### config.mk
export PLATFORM = sky130hd
export DESIGN_NAME = codec_cfg_sequencer
export DESIGN_NICKNAME = d
export VERILOG_FILES = /design/src/rtl/codec_cfg_pkg.sv /design/src/rtl/codec_reg_rom.sv /design/src/rtl/codec_cfg_sequencer.sv
export SDC_FILE = /design/constraint.sdc
export NUM_CORES = 1
export LEC_CHECK = 0
export CORE_MARGIN = 5
export CORE_UTILIZATION = 35
export DETAILED_ROUTE_END_ITERATION = 8
export PLACE_DENSITY_LB_ADDON = 0.15
export SYNTH_ARGS = -nofsm -noshare
export SYNTH_HDL_FRONTEND = slang
export SYNTH_HIERARCHICAL = 1
export SYNTH_SLANG_ARGS = --single-unit
export TNS_END_PERCENT = 30
### constraint.sdc
create_clock -name clk -period 8.1 [get_ports clk]
set_clock_uncertainty 0.1 [all_clocks]
set_input_delay 1.215 -clock clk [delete_from_list [all_inputs] [get_ports clk]]
set_output_delay 1.215 -clock clk [all_outputs]
set_load 0.01 [all_outputs]
### src/rtl/codec_cfg_pkg.sv
// Shared types and constants for the WM8731-style codec configuration sequencer.
package codec_cfg_pkg;

    localparam logic [6:0] DEFAULT_DEV_ADDR = 7'h1A;

    typedef enum logic [2:0] {
        S_IDLE      = 3'd0,
        S_WAIT_PWR  = 3'd1,
        S_ISSUE     = 3'd2,
        S_WAIT_RESP = 3'd3,
        S_GAP       = 3'd4,
        S_DONE      = 3'd5,
        S_FAIL      = 3'd6
    } state_t;

    // WM8731 7-bit register addresses.
    typedef enum logic [6:0] {
        REG_LLINE  = 7'h00,
        REG_RLINE  = 7'h01,
        REG_LHP    = 7'h02,
        REG_RHP    = 7'h03,
        REG_APATH  = 7'h04,
        REG_DPATH  = 7'h05,
        REG_PDOWN  = 7'h06,
        REG_IFACE  = 7'h07,
        REG_SRATE  = 7'h08,
        REG_ACTIVE = 7'h09,
        REG_RESET  = 7'h0F
    } codec_reg_e;

    // One control word as the codec sees it: {reg[6:0], data[8:0]}.
    function automatic logic [15:0] cfg_word(input codec_reg_e addr, input logic [8:0] data);
        return {addr, data};
    endfunction

endpackage

### src/rtl/codec_reg_rom.sv
// Fixed power-up register table; index -> {reg[6:0], data[8:0]}.
module codec_reg_rom
    import codec_cfg_pkg::*;
#(
    parameter int unsigned IDX_W = 4
) (
    input  logic [IDX_W-1:0] idx_i,
    output logic [15:0]      word_o
);

    logic [3:0] sel;

    assign sel = 4'(idx_i);

    // Reset first, ACTIVE last; everything in between only matters while inactive.
    always_comb begin
        word_o = cfg_word(REG_ACTIVE, 9'h001);
        case (sel)
            4'd0:    word_o = cfg_word(REG_RESET,  9'h000);
            4'd1:    word_o = cfg_word(REG_LLINE,  9'h017);
            4'd2:    word_o = cfg_word(REG_RLINE,  9'h017);
            4'd3:    word_o = cfg_word(REG_LHP,    9'h179);
            4'd4:    word_o = cfg_word(REG_APATH,  9'h012);
            4'd5:    word_o = cfg_word(REG_DPATH,  9'h000);
            4'd6:    word_o = cfg_word(REG_PDOWN,  9'h000);
            4'd7:    word_o = cfg_word(REG_IFACE,  9'h042);
            4'd8:    word_o = cfg_word(REG_SRATE,  9'h000);
            4'd9:    word_o = cfg_word(REG_ACTIVE, 9'h001);
            default: word_o = cfg_word(REG_ACTIVE, 9'h001);
        endcase
    end

endmodule

### src/rtl/codec_cfg_sequencer.sv
// Power-up configuration sequencer: walks the register ROM and hands each 3-byte
// write to the I2C byte engine, retrying a NACKed entry after an idle gap.
module codec_cfg_sequencer
    import codec_cfg_pkg::*;
#(
    parameter int unsigned NUM_REGS     = 10,
    parameter logic [6:0]  DEV_ADDR     = DEFAULT_DEV_ADDR,
    parameter int unsigned POWERUP_WAIT = 1000,
    parameter int unsigned GAP_CYCLES   = 64,
    parameter int unsigned RETRY_MAX    = 3,
    parameter int unsigned AUTO_START   = 1
) (
    input  logic        clk,
    input  logic        reset,
    input  logic        start,
    output logic        txn_valid,
    input  logic        txn_ready,
    output logic [23:0] txn_data,
    input  logic        txn_done,
    input  logic        txn_nack,
    output logic        busy,
    output logic        done,
    output logic        error,
    output logic        led,
    output logic [2:0]  dbg_state_o
);

    localparam int unsigned IDX_W    = (NUM_REGS > 1) ? $clog2(NUM_REGS) : 1;
    localparam int unsigned WAIT_MAX = (POWERUP_WAIT > GAP_CYCLES) ? POWERUP_WAIT : GAP_CYCLES;
    localparam int unsigned CNT_W    = (WAIT_MAX > 0) ? $clog2(WAIT_MAX + 1) : 1;
    localparam int unsigned RTY_W    = (RETRY_MAX > 0) ? $clog2(RETRY_MAX + 1) : 1;

    localparam logic [IDX_W-1:0] IDX_LAST  = IDX_W'(NUM_REGS - 1);
    localparam logic [IDX_W-1:0] IDX_ONE   = IDX_W'(1);
    localparam logic [CNT_W-1:0] PWR_LAST  = CNT_W'((POWERUP_WAIT > 0) ? POWERUP_WAIT - 1 : 0);
    localparam logic [CNT_W-1:0] GAP_LAST  = CNT_W'((GAP_CYCLES > 0) ? GAP_CYCLES - 1 : 0);
    localparam logic [CNT_W-1:0] CNT_ONE   = CNT_W'(1);
    localparam logic [RTY_W-1:0] RTY_LIMIT = RTY_W'(RETRY_MAX);
    localparam logic [RTY_W-1:0] RTY_ONE   = RTY_W'(1);

    state_t           state_q;
    logic [IDX_W-1:0] idx_q, idx_d;
    logic [CNT_W-1:0] cnt_q;
    logic [RTY_W-1:0] retry_q;
    logic             auto_q;
    logic             txn_valid_q;
    logic [23:0]      txn_data_q;
    logic             busy_q, done_q, error_q;
    logic [15:0]      rom_word;
    logic [23:0]      issue_data;
    logic             ack, nack;

    assign ack  = txn_done && !txn_nack;
    assign nack = txn_done &&  txn_nack;

    // ROM is addressed by the next index so a freshly advanced entry can be
    // presented on the same edge that raises txn_valid.
    always_comb begin
        idx_d = idx_q;
        case (state_q)
            S_IDLE:         if (start || auto_q) idx_d = '0;
            S_WAIT_RESP:    if (ack && (idx_q != IDX_LAST)) idx_d = idx_q + IDX_ONE;
            S_DONE, S_FAIL: if (start) idx_d = '0;
            default:        idx_d = idx_q;
        endcase
    end

    codec_reg_rom #(
        .IDX_W (IDX_W)
    ) u_rom (
        .idx_i  (idx_d),
        .word_o (rom_word)
    );

    assign issue_data = {DEV_ADDR, 1'b0, rom_word};

    // Handshake: txn_valid and txn_data are held stable from the edge that raises
    // txn_valid until an edge samples txn_valid && txn_ready; txn_valid drops on
    // that same edge. The engine answers later with a one-cycle txn_done.
    always_ff @(posedge clk or negedge reset) begin
        if (!reset) begin
            state_q     <= S_IDLE;
            idx_q       <= '0;
            cnt_q       <= '0;
            retry_q     <= '0;
            auto_q      <= (AUTO_START != 0);
            txn_valid_q <= 1'b0;
            txn_data_q  <= '0;
            busy_q      <= 1'b0;
            done_q      <= 1'b0;
            error_q     <= 1'b0;
        end else begin
            idx_q <= idx_d;
            case (state_q)
                S_IDLE: begin
                    if (start || auto_q) begin
                        state_q <= S_WAIT_PWR;
                        auto_q  <= 1'b0;
                        cnt_q   <= '0;
                        retry_q <= '0;
                        busy_q  <= 1'b1;
                    end
                end
                S_WAIT_PWR: begin
                    if (cnt_q == PWR_LAST) begin
                        state_q     <= S_ISSUE;
                        txn_valid_q <= 1'b1;
                        txn_data_q  <= issue_data;
                    end else begin
                        cnt_q <= cnt_q + CNT_ONE;
                    end
                end
                S_ISSUE: begin
                    if (txn_ready) begin
                        state_q     <= S_WAIT_RESP;
                        txn_valid_q <= 1'b0;
                    end
                end
                S_WAIT_RESP: begin
                    if (ack) begin
                        retry_q <= '0;
                        if (idx_q == IDX_LAST) begin
                            state_q <= S_DONE;
                            busy_q  <= 1'b0;
                            done_q  <= 1'b1;
                        end else begin
                            state_q     <= S_ISSUE;
                            txn_valid_q <= 1'b1;
                            txn_data_q  <= issue_data;
                        end
                    end else if (nack) begin
                        if (retry_q < RTY_LIMIT) begin
                            state_q <= S_GAP;
                            retry_q <= retry_q + RTY_ONE;
                            cnt_q   <= '0;
                        end else begin
                            state_q <= S_FAIL;
                            busy_q  <= 1'b0;
                            error_q <= 1'b1;
                        end
                    end
                end
                S_GAP: begin
                    if (cnt_q == GAP_LAST) begin
                        state_q     <= S_ISSUE;
                        txn_valid_q <= 1'b1;
                        txn_data_q  <= issue_data;
                    end else begin
                        cnt_q <= cnt_q + CNT_ONE;
                    end
                end
                S_DONE, S_FAIL: begin
                    if (start) begin
                        state_q <= S_WAIT_PWR;
                        cnt_q   <= '0;
                        retry_q <= '0;
                        busy_q  <= 1'b1;
                        done_q  <= 1'b0;
                        error_q <= 1'b0;
                    end
                end
                default: begin
                    state_q     <= S_IDLE;
                    txn_valid_q <= 1'b0;
                    busy_q      <= 1'b0;
                end
            endcase
        end
    end

    assign txn_valid   = txn_valid_q;
    assign txn_data    = txn_data_q;
    assign busy        = busy_q;
    assign done        = done_q;
    assign error       = error_q;
    assign led         = done_q;
    assign dbg_state_o = state_q;

endmodule

==> impl_metrics.csv <==
group,metric,value,unit
run_status,status,"finished clean",
finish,multi_input_area,0.001264,mm²
worst_hold_path,hold_path.class,"register to register",
setup_path,critPathCapture,"txn_data[12]",
setup_path,reg2regPathDepth,6,
clock_network,h-tree-depth,2,
placed_design,numPortBuffers,32,
global_route,grt_max_degree,42,
global_route,grt_pass1_vias,1875,
setup_path,cp_num_buf_inv,2,
clock_network,cts_tree,"built",
synth,yosysWarnings,6,
synth,synth_top_area_cell,"dfrtp_1",
route,via_count,1949,
setup_path,r2r-end,"txn_data[12]",
synth,synth-edff-count,0,
clock_network,clk_latency,0.30,ns
synth,synth_top_flop_cell,"dfrtp_1",
sta,final-max-slew-violation-count,0,
clock_network,cts_buffers,5,
route,routedLengthMet1,2579,µm
run,drv_cap,0,
finish,fin_area,0.002894,mm²
clock_network,clk_path_buf_depth,2,
setup_path,slowest_stage,"o21ai_0",
synth,ys_seq_elements,41,
sta,tightest_slew,1.227,ns
synth,synthCells,263,
power,vdd_drop_max,133.4,µV
route,routed_wl,5307,µm
setup_path,critical-path-top-delay-family,"compound AO/OA/AOI/OAI gates",
route,wl_per_cell,14.00,µm
finish,fill_cells,673,
synth,syn_area,0.002501,mm²
clock_network,root_buffer,"clkbuf_8",
route,route.met3.wl,260,µm
finish,n_antenna_cell,0,
placed_design,postPlaceCellArea,0.002783,mm²
floorplan,core,0.006869,mm²
sta,slew_headroom,17.35,%
setup_path,crit_type,"input port to register",
floorplan,rows,30,
clock_network,clk_pin_slew_worst_paths,0.08,ns
setup_path,endpoint_kind,"register",
clock_network,cts_sinks,41,
global_route,antenna_found_initial,0,
finish,syn_to_final_growth,15.71,%
route,met2_length,2382,µm
global_route,grtUsageTotal,12.62,%
synth,synth.top_cell.area_share,40.02,%
global_route,overflow,0,
setup_path,cp.required,8.19,ns
sta,final-setup-viol-count,0,
sta,timing.final.crit_share,48.40,%
sta,rsz0062_at_grt,"false",
setup_path,r2r-start,"dbg_state_o[1]",
sta,layout_min_cycle_time,3.921,ns
placed_design,dp_hpwl,3643,µm
setup_path,cp_cell_sequence,"clkdlybuf4s50_1 -> nor2b_1 -> and2_1 -> nand3_1 -> o21ai_0 -> inv_1 -> a21o_1 -> mux2_2",
floorplan,die_area,0.008937,mm²
route,via_per_inst,5.142,
placed_design,dp.cells,371,
sta,timing.hold.ws,0.3826,ns
route,drt_first_iter_violations,83,
setup_path,max_stage_delay,0.95,ns
sta,finalHoldViolCount,0,
placed_design,gp_congestion,0.8764,
synth,synth.avg_cell_area,9.510,µm²
synth,ys_async_sr_fraction,100.0,%
route,firstDrtPassIters,4,
global_route,grt_first_pass_wirelength,8983,µm
clock_network,post_cts_buffers,0,
setup_path,ff2ff_setup_slack,4.90,ns
clock_network,hold_buffers,0,
power,leakage,1.222,nW
synth,yosysSeqAreaShare,41.07,%
floorplan,start_util,36.41,%
route,drc,0,
floorplan,die_y,94.54,µm
finish,regArea,0.001027,mm²
clock_network,post_cts_resized,0,
sta,max_freq,255.1,MHz
finish,fin_cells,379,
synth,synth_cell_types,54,
setup_path,startpoint,"txn_done",
route,highest_layer,"met4",
power,power_density,352.3,mW/mm²
finish,finalNetCount,296,
setup_path,worstPathArrival,4.01,ns
setup_path,start_kind,"input port",
floorplan,die_w,94.54,µm
floorplan,ios,38,
worst_hold_path,holdPathStages,1,
setup_path,path_max_fanout,12,
sta,finalSetupTns,0,ns
route,ant_nets,0,
finish,drive_above_1_share,11.66,%
setup_path,critical_path_depth,8,
synth,synth_area_leaders,"dfrtp_1, mux2_2, buf_4",
layer usage:
layer	global-route usage [%]	vias to the layer above
met2	18.68	45
met1	17.07	946
met3	3.108	11
met4	6.370	0
met5	0	-
li1	-	947
Yosys cell counts, types with 4 or more instances:
master	count
a21o_1	5
and2_1	4
o21ai_0	18
a31oi_1	9
nor2_1	12
buf_4	15
a21oi_1	20
nand2_1	17
nor2b_1	4
mux2i_1	5
nand3_1	6
inv_1	15
clkbuf_1	7
ha_1	8
mux2_2	16
dfrtp_1	40
cell families (layout without fill, tap and decap cells):
logic type / count (synthesis) / count (layout) / share of synthesized area, %
DFF: 41 / 41 / 41.07
AOI/OAI and AO/OA: 73 / 73 / 18.91
other: 2 / 9 / 0.3003
buffers and inverters: 42 / 55 / 9.454
xor gates and xnor gates: 4 / 4 / 1.401
adders and majority gates: 8 / 8 / 4.002
and+or+nand+nor: 72 / 72 / 15.66
muxes: 21 / 21 / 9.205
stage by stage:
stage	utilization, %	power (mW)	worst slack, ns
floorplan	-	0.7082	5.112
global placement	40.51	0.8570	3.998
detailed placement	40.51	0.8594	3.924
CTS	42.13	1.033	4.216
global route	42.13	1.105	3.914
finish	42.13	1.020	4.179
layout by cell type (no fill, tap or decap), drive strengths merged, types with 2 or more instances in the layout:
| cell type | n |
|---|---|
| nand4 | 3 |
| a21oi | 22 |
| conb | 9 |
| and2 | 4 |
| nand2 | 17 |
| nor2 | 12 |
| nor4 | 2 |
| dfrtp | 40 |
| nor2b | 4 |
| a31oi | 10 |
| or2 | 3 |
| o21ai | 18 |
| and3 | 3 |
| inv | 15 |
| clkbuf | 6 |
| or4 | 2 |
| nand3b | 3 |
| a21o | 5 |
| nand2b | 3 |
| nor3 | 2 |
| or2b | 2 |
| nor3b | 2 |
| mux2i | 5 |
| o22ai | 3 |
| o211ai | 3 |
| ha | 8 |
| xnor2 | 2 |
| nand3 | 6 |
| a22o | 3 |
| xor2 | 2 |
| mux2 | 16 |
| clkdlybuf4s50 | 31 |
report_power, final:
part	total [mW]	internal, mW	switching [mW]
registers	0.350	0.267	0.0830
logic	0.502	0.253	0.248
clock network	0.168	0.0926	0.0758
worst reg2reg max path, stage by stage (launching register included):
cell and delay (ns):
dfrtp_1 0.83, and3b_1 0.45, nand3_1 0.12, o21ai_0 0.95, inv_1 0.19, a21o_1 0.21
mux2_2 0.25
worst min-delay path by stage:
stage | from | endpoint | slack [ns]
2_1_floorplan | retry_q[0] | retry_q[0] | 0.36
3_3_place_gp | retry_q[0] | retry_q[0] | 0.37
3_5_place_dp | retry_q[0] | retry_q[0] | 0.38
4_1_cts | retry_q[0] | retry_q[0] | 0.39
5_1_grt | retry_q[0] | retry_q[0] | 0.42
6_report | retry_q[0] | retry_q[0] | 0.38
cell type report:
type / instances / share of cell area, %
Sequential cell: 41 / 35.50
Clock buffer: 6 / 2.508
Multi-Input combinational cell: 187 / 43.67
Timing Repair Buffer: 32 / 10.89
Clock inverter: 2 / 1.340
Inverter: 15 / 1.946
Tap cell: 96 / 4.150
sequential cells by signal, indices dropped and copies added (netlist names):
name	count
retry_q	2
idx_q	4
txn_valid	1
txn_data	17
dbg_state_o	3
auto_q	1
error	1
busy	1
done	1
cnt_q	10
Note: power is estimated with default switching activity, not from simulation.
